===== src/rtl/round_sequencer.sv =====
// round_sequencer: round-level FSM for the cat/dog/chicken game (key sync, judge, scores, draw handshake, hold).
// Optional ROUND_SEQ_WIN_LIMIT_EN: stop in OVER once a score reaches WIN_SCORE.
module round_sequencer #(
    parameter int WIN_SCORE   = 5,
    parameter int HOLD_CYCLES = 50000000
) (
    input  logic       i_clk,
    input  logic       i_resetn,
    input  logic       i_user_cont_n,
    input  logic [2:0] i_choice,
    input  logic       i_draw_done,
    output logic       o_draw_req,
    output logic [3:0] o_scene,
    output logic [1:0] o_winner,
    output logic [3:0] o_p1_score,
    output logic [3:0] o_p2_score,
    output logic       o_busy,
    output logic       o_game_over
);
    localparam int CNT_W = (HOLD_CYCLES > 1) ? $clog2(HOLD_CYCLES) : 1;
    localparam logic [CNT_W-1:0] HOLD_LAST = CNT_W'(HOLD_CYCLES - 1);

    if (WIN_SCORE < 1 || WIN_SCORE > 9 || HOLD_CYCLES < 1) begin : g_bad_param
        $error("round_sequencer: WIN_SCORE must be 1..9 and HOLD_CYCLES >= 1");
    end

    typedef enum logic [2:0] {S_WAIT1, S_WAIT2, S_JUDGE, S_DRAW, S_HOLD, S_OVER} state_t;

    state_t           r_state, w_next;
    logic             r_s1, r_s2, r_s2_d, r_press;
    logic [1:0]       r_p1, r_p2, w_pick, w_p2_succ, w_winner;
    logic [1:0]       r_winner;
    logic [3:0]       r_scene, w_scene;
    logic [3:0]       r_p1_score, r_p2_score;
    logic [CNT_W-1:0] r_cnt;
    logic             w_hold_end;

    assign w_pick     = (i_choice == 3'b010) ? 2'd1 : (i_choice == 3'b100) ? 2'd2 : 2'd0;
    // p1 wins when its pick is the one that follows p2's in the cat->dog->chicken cycle
    assign w_p2_succ  = (r_p2 == 2'd2) ? 2'd0 : r_p2 + 2'd1;
    assign w_winner   = (r_p1 == r_p2) ? 2'b00 : (r_p1 == w_p2_succ) ? 2'b01 : 2'b10;
    assign w_scene    = 4'(r_p1) * 4'd3 + 4'(r_p2);
    assign w_hold_end = (r_cnt == HOLD_LAST);

    always_ff @(posedge i_clk) begin
        if (!i_resetn) r_state <= S_WAIT1;
        else           r_state <= w_next;
    end

    always_comb begin
        w_next = r_state;
        case (r_state)
            S_WAIT1: w_next = r_press ? S_WAIT2 : S_WAIT1;
            S_WAIT2: w_next = r_press ? S_JUDGE : S_WAIT2;
            S_JUDGE: w_next = S_DRAW;
            S_DRAW:  w_next = i_draw_done ? S_HOLD : S_DRAW;
`ifdef ROUND_SEQ_WIN_LIMIT_EN
            S_HOLD:  w_next = !w_hold_end ? S_HOLD :
                              (r_p1_score >= 4'(WIN_SCORE) || r_p2_score >= 4'(WIN_SCORE)) ? S_OVER : S_WAIT1;
`else
            S_HOLD:  w_next = w_hold_end ? S_WAIT1 : S_HOLD;
`endif
            default: w_next = r_state;
        endcase
    end

    always_ff @(posedge i_clk) begin
        if (!i_resetn) begin
            r_s1       <= 1'b1;
            r_s2       <= 1'b1;
            r_s2_d     <= 1'b1;
            r_press    <= 1'b0;
            r_p1       <= 2'd0;
            r_p2       <= 2'd0;
            r_winner   <= 2'b00;
            r_scene    <= 4'd0;
            r_p1_score <= 4'd0;
            r_p2_score <= 4'd0;
            r_cnt      <= '0;
        end else begin
            r_s1    <= i_user_cont_n;
            r_s2    <= r_s1;
            r_s2_d  <= r_s2;
            r_press <= r_s2_d & ~r_s2;
            if (r_state == S_WAIT1 && r_press) r_p1 <= w_pick;
            if (r_state == S_WAIT2 && r_press) r_p2 <= w_pick;
            if (r_state == S_JUDGE) begin
                r_winner <= w_winner;
                r_scene  <= w_scene;
                if (w_winner == 2'b01 && r_p1_score != 4'd9) r_p1_score <= r_p1_score + 4'd1;
                if (w_winner == 2'b10 && r_p2_score != 4'd9) r_p2_score <= r_p2_score + 4'd1;
            end
            r_cnt <= (r_state == S_HOLD) ? r_cnt + 1'b1 : '0;
        end
    end

    assign o_draw_req = (r_state == S_DRAW);
    assign o_busy     = (r_state != S_WAIT1) && (r_state != S_WAIT2);
    assign o_scene    = r_scene;
    assign o_winner   = r_winner;
    assign o_p1_score = r_p1_score;
    assign o_p2_score = r_p2_score;
`ifdef ROUND_SEQ_WIN_LIMIT_EN
    assign o_game_over = (r_state == S_OVER);
`else
    assign o_game_over = 1'b0;
`endif
endmodule


===== config.mk =====
export PLATFORM = sky130hd
export DESIGN_NAME = round_sequencer
export DESIGN_NICKNAME = d
export VERILOG_FILES = /design/src/rtl/round_sequencer.sv
export SDC_FILE = /design/constraint.sdc
export NUM_CORES = 1
export LEC_CHECK = 0
export BUFFER_PORTS_ARGS = -buffer_cell sky130_fd_sc_hd__buf_2
export CAP_MARGIN = 0
export CORE_MARGIN = 4
export CORE_UTILIZATION = 60
export DETAILED_ROUTE_END_ITERATION = 6
export GPL_TIMING_DRIVEN = 0
export PLACE_DENSITY_LB_ADDON = 0.2
export REMOVE_ABC_BUFFERS = 1
export SLEW_MARGIN = 10
export SYNTH_ARGS = -nofsm -noshare
export SYNTH_HDL_FRONTEND = slang
export SYNTH_SLANG_ARGS = --single-unit

===== constraint.sdc =====
create_clock -name i_clk -period 6.2 [get_ports i_clk]
set_input_delay 0.31 -clock i_clk [delete_from_list [all_inputs] [get_ports i_clk]]
set_output_delay 0.31 -clock i_clk [all_outputs]
set_load 0.01 [all_outputs]

-- Word-level counts from Yosys, hierarchy flattened
Cells that the tools add are included.
W data, S select, Z words.
- bits in registers: 51
- input bits: 7
- word-level logic and storage cells: 56
- add/subtract/negate cells: 5
- multiply operators: 1
- eq/ne operators: 15
- muxes and demuxes: 10
- bitwise logic cells: 2
- reduce and logical (&&, ||, !) cells: 11
- operator list (operator ; number):
    $add A26 B1 Y26 const B ; 1
    $eq A26 B26 Y1 const B ; 1
    $pmux W3 S5 ; 1
    $mux W2 ; 6
    $eq A3 B2 Y1 const B ; 3
    $add A4 B1 Y4 const B ; 2
    $ne A4 B4 Y1 const B ; 2
    $eq A3 B3 Y1 const B ; 2
    $mux W3 ; 2
    $reduce_and A2 Y1 ; 3
    $logic_and A1 B1 Y1 ; 5
    $reduce_bool A5 Y1 ; 1
    $add A4 B2 Y4 ; 1
    $eq A2 B2 Y1 ; 2
    $eq A2 B2 Y1 const B ; 2
    $mul A2 B2 Y4 const B ; 1
    $eq A3 B1 Y1 const B ; 1
    $logic_not A3 Y1 ; 1
    $ne A3 B1 Y1 const B ; 1
    $reduce_bool A3 Y1 ; 1
    $add A2 B1 Y2 const B ; 1
    $eq A2 B1 Y1 const B ; 1
    $and A1 B1 Y1 ; 1
    $mux W1 ; 1
    $not A1 Y1 ; 1

-- Depth between registers and ports, before layout
- depth in word-level cells: 8
- depth in mapped cells: 8

-- Least setup slack after synthesis
Ideal clock, no wire load.
- path kind: reg2reg
- start: register r_p1[1]
- end: register r_scene[2], in the netlist o_scene[2]
- setup time: 0.071 ns
- arrival: 2.009 ns
- required time: 6.129 ns
- setup slack: 4.121 ns
- stages on the path, launching flop included: 9
- buffers on the path: 1
- clock period less this slack: 2.079 ns
- path through: dfxtp_1 -> clkbuf_1 -> inv_1 -> fa_1 -> inv_1 -> ha_1 -> fa_1 -> nand2_1 -> a21oi_1
- cells in the longest elaborated chain, start to end: 2
- RTL lines (item ; RTL line ; source):
    start: declaration ; 31 ; logic [1:0] r_p1, r_p2, w_pick, w_p2_succ, w_winner;
    start signal: assignment ; 85 ; if (r_state == S_WAIT1 && r_press) r_p1 <= w_pick;
    $mul A2 B2 Y4 ; 42 ; assign w_scene = 4'(r_p1) * 4'd3 + 4'(r_p2);
    $add A4 B2 Y4 ; 42 ;
    named net w_scene[2] ; 33 ; logic [3:0] r_scene, w_scene;
    end signal: assignment ; 89 ; r_scene <= w_scene;
    end: declaration ; 33 ;
The timed path passes the listed nets, and every way through them passes these cells.
A chain may end at the register's enable or synchronous reset.

-- Worst setup path in the final report
- start: register r_p2[1]
- end: register r_scene[2], in the netlist o_scene[2]
- cells in the longest elaborated chain, start to end: 1
- RTL lines (item ; RTL line ; source):
    start: declaration ; 31 ;
    start signal: assignment ; 86 ; if (r_state == S_WAIT2 && r_press) r_p2 <= w_pick;
    $add A4 B2 Y4 ; 42 ;
    named net w_scene[2] ; 33 ;
The timed path passes the listed nets, and every way through them passes these cells.

==> results by group <==
Run status
  – Status: complete, no violations

Clock network
  – Cts hold-fix bufs: 0
  – Inserted Clock Buffers: 5
  – Cts repair resizes: 0
  – CTS clk-pin slew, worst paths: 90 ps
  – H-tree Lvls: 2
  – Maximum clock path buffer count: 2
  – Worst-Skew Late Latency: around 300 ps
  – CTS tree: done
  – Setup Buffers After CTS: 0
  – Root Buffer: clkbuf_8
  – CTS sink count: 51

Final layout
  – Most frequent cells in the layout: dfxtp_1 (51), a21oi_1 (27), nand2_1 (26)
  – Layout Nets: 324
  – Synth-to-layout area growth: 8.702%
  – Commonest non-fill, non-tap cell in the layout: dfxtp_1
  – Share of layout cells above drive strength 1: 11.97%
  – Antenna Cells: 0

Die
  – Die area: approximately 5300 µm²
  – Io pins: 24
  – Core Region: 4029 µm²
  – Starting Density: 62.45%
  – Die Height: 72.76 µm
  – Die width: ~73 µm
  – Row cnt: 23

Place
  – Pre-CTS setup slack: around 4100 ps
  – Port buffer count: 22
  – Placer Congestion: 0.8116
  – DP HPWL: around 3500 µm

Synthesis
  – Syn. warnings: 0
  – Number of synthesized flops with an enable pin: 0
  – Synthesized cell area: 2516 µm²
  – Seq/Total Area, Yosys: 40.58%
  – Unique masters post-synth: 48
  – Top_reg_cell synth: dfxtp_1
  – Mapped Cells: 293
  – Async set-reset flop share out of synthesis: 0%
  – Syn Area/Cell: 8.588 µm²
  – Yosys reg bits: 51

Power
  – Pwr Density: 200.3 nW/µm²
  – Leak: 0.9666 nW
  – Maximum vdd ir drop: 0.1361 mV

STA
  – Min Tclk post-route: 2204 ps
  – Layout Skew: 8.909 ps
  – Final worst setup slack: around 4000 ps
  – Final Max Tran Viols: 0
  – Final period util: between 30% and 40%
  – RSZ-0062 raised after global routing: false
  – Slew Limit Headroom: 40.03%
  – Setup violators final: 0
  – Fmax: 0.4537 GHz
  – Fin. Hold Viols: 0
  – Setup TNS: 0 ps
  – Min Hold Slack: 191.8 ps
  – Worst-margin pin slew: 897.1 ps

Flow run
  – # Max-Cap Violations: 0

Global route
  – Largest net degree at the start of global routing: 24
  – Vias in the first global route: 1932
  – GR Overflow Total: 0
  – First-pass GRT wire length: 8680 µm
  – Initial antenna violation count: 0
  – GRT Resource Usage Total: approximately a fifth

Setup path
  – CP arrival: 2440 ps
  – Worst Setup End Kind: flip-flop
  – Worst endpoint required time: 6430 ps
  – Max FO, Critical Path: 10
  – CP Launch Type: flip-flop
  – Worst Path Class, Setup: reg2reg
  – Worst-path cell chain: inv_1 -> fa_1 -> inv_1 -> ha_1 -> fa_1 -> nand2_1 -> a21oi_1
  – Crit path largest cell delay: 530 ps
  – Critical path's slowest cell: dfxtp_1

Routing
  – Vias per cell: 5.791
  – Drc violations: 0
  – Detailed Route WL: 4948 µm
  – ANT nets after route: 0
  – Vias: 2079
  – Initial DRC Count: 134
  – WL/cell: 13.78 µm
  – DRT Pass-1 Iters: 4

Hold path
  – Hold Crit Class: in2reg
==> worst max-delay path, delay by kind of cell, from the launching register on <==
family | cells | cell delay [ps]
compound gates | 1 | 140
fa+ha+maj | 3 | 1180
buf+inv | 2 | 220
flops | 1 | 530
simple gates | 1 | 50
==> per-stage QoR <==
stage / total power, mW / util [%] / area [µm²] / instances
global placement: 0.3480 / 65.28 / 2630 / 351
finish: 0.5478 / 67.89 / 2735 / 359
CTS: 0.5563 / 67.89 / 2735 / 359
floorplan: 0.3429 / - / 2457 / 279
detailed placement: 0.3484 / 65.40 / 2635 / 351
global route: 0.5703 / 67.89 / 2735 / 359
==> path summary, 6_finish.rpt <==
path | cells past startpoint | end | slack, ps | start
max | 7 | o_scene[2] | 4000 | r_p2[1]
min | 2 | r_s1 | 190 | i_user_cont_n
max reg2reg | 7 | o_scene[2] | 4000 | r_p2[1]
min reg2reg | 1 | r_s2 | 410 | r_s1
==> routing by layer <==
metal	up-vias	wire length [µm]	track usage (%)
li1	1077	-	-
met1	953	2491	28.83
met2	41	2173	30.96
met3	8	207	5.096
met4	0	76	7.172
met5	-	0	0
==> where the power goes <==
| part | total, mW | internal (mW) | switching [mW] |
|---|---|---|---|
| Clock | 0.207 | 0.102 | 0.105 |
| Combinational | 0.0110 | 0.00405 | 0.00692 |
| Sequential | 0.330 | 0.329 | 0.00111 |
| Total | 0.548 | 0.435 | 0.113 |
==> sequential cells by signal, summed over array words and instances, names as in the netlist <==
name        count
o_p1_score      4
o_p2_score      4
o_scene         4
o_winner        2
r_cnt          26
r_p1            2
r_p2            2
r_press         1
r_s1            1
r_s2            1
r_s2_d          1
r_state         3
==> cells in the mapped netlist (all sizes together) (2+ instances only) <==
cell / number / area, µm²
and4: 4 / 35.03
a211oi: 2 / 15.01
nand2: 26 / 97.59
or4: 9 / 71.32
xnor2: 6 / 52.55
mux2i: 6 / 60.06
clkbuf: 10 / 37.54
inv: 11 / 41.29
a21oi: 27 / 135.1
nor3b: 5 / 37.54
nand3: 13 / 77.58
and3: 4 / 25.02
nor2: 24 / 90.09
mux2: 2 / 22.52
nor4: 2 / 12.51
ha: 7 / 87.58
nand3b: 2 / 15.01
nand2b: 8 / 50.05
buf: 4 / 21.27
o31ai: 10 / 75.07
nand4: 7 / 50.05
nor3: 4 / 20.02
or3: 8 / 50.05
xor2: 3 / 26.28
o21a: 3 / 22.52
dfxtp: 51 / 1021
nor4b: 4 / 35.03
and2: 4 / 25.02
o21ai: 11 / 55.05
nor2b: 2 / 12.51
fa: 2 / 40.04
==> cell families (layout without fill, tap and decap cells) <==
logic type | count (synthesis) | in the layout | synth area share, %
DFF | 51 | 51 | 40.58
xor gates and xnor gates | 9 | 9 | 3.133
and+or+nand+nor | 130 | 130 | 29.34
AOI/OAI and AO/OA | 60 | 60 | 14.47
other | 1 | 1 | 0.1490
buffers and inverters | 25 | 41 | 3.978
muxes | 8 | 8 | 3.282
adders and majority gates | 9 | 9 | 5.072
==> area by class of cell <==
type,count,area (µm²)
Multi-Input combinational cell,217,1400
Fill cell,366,1294
Sequential cell,51,1021
Timing Repair Buffer,22,110.1
Clock buffer,8,100.1
Tap cell,50,62.56
Inverter,11,41.29
Power figures use the tool's default switching activity.
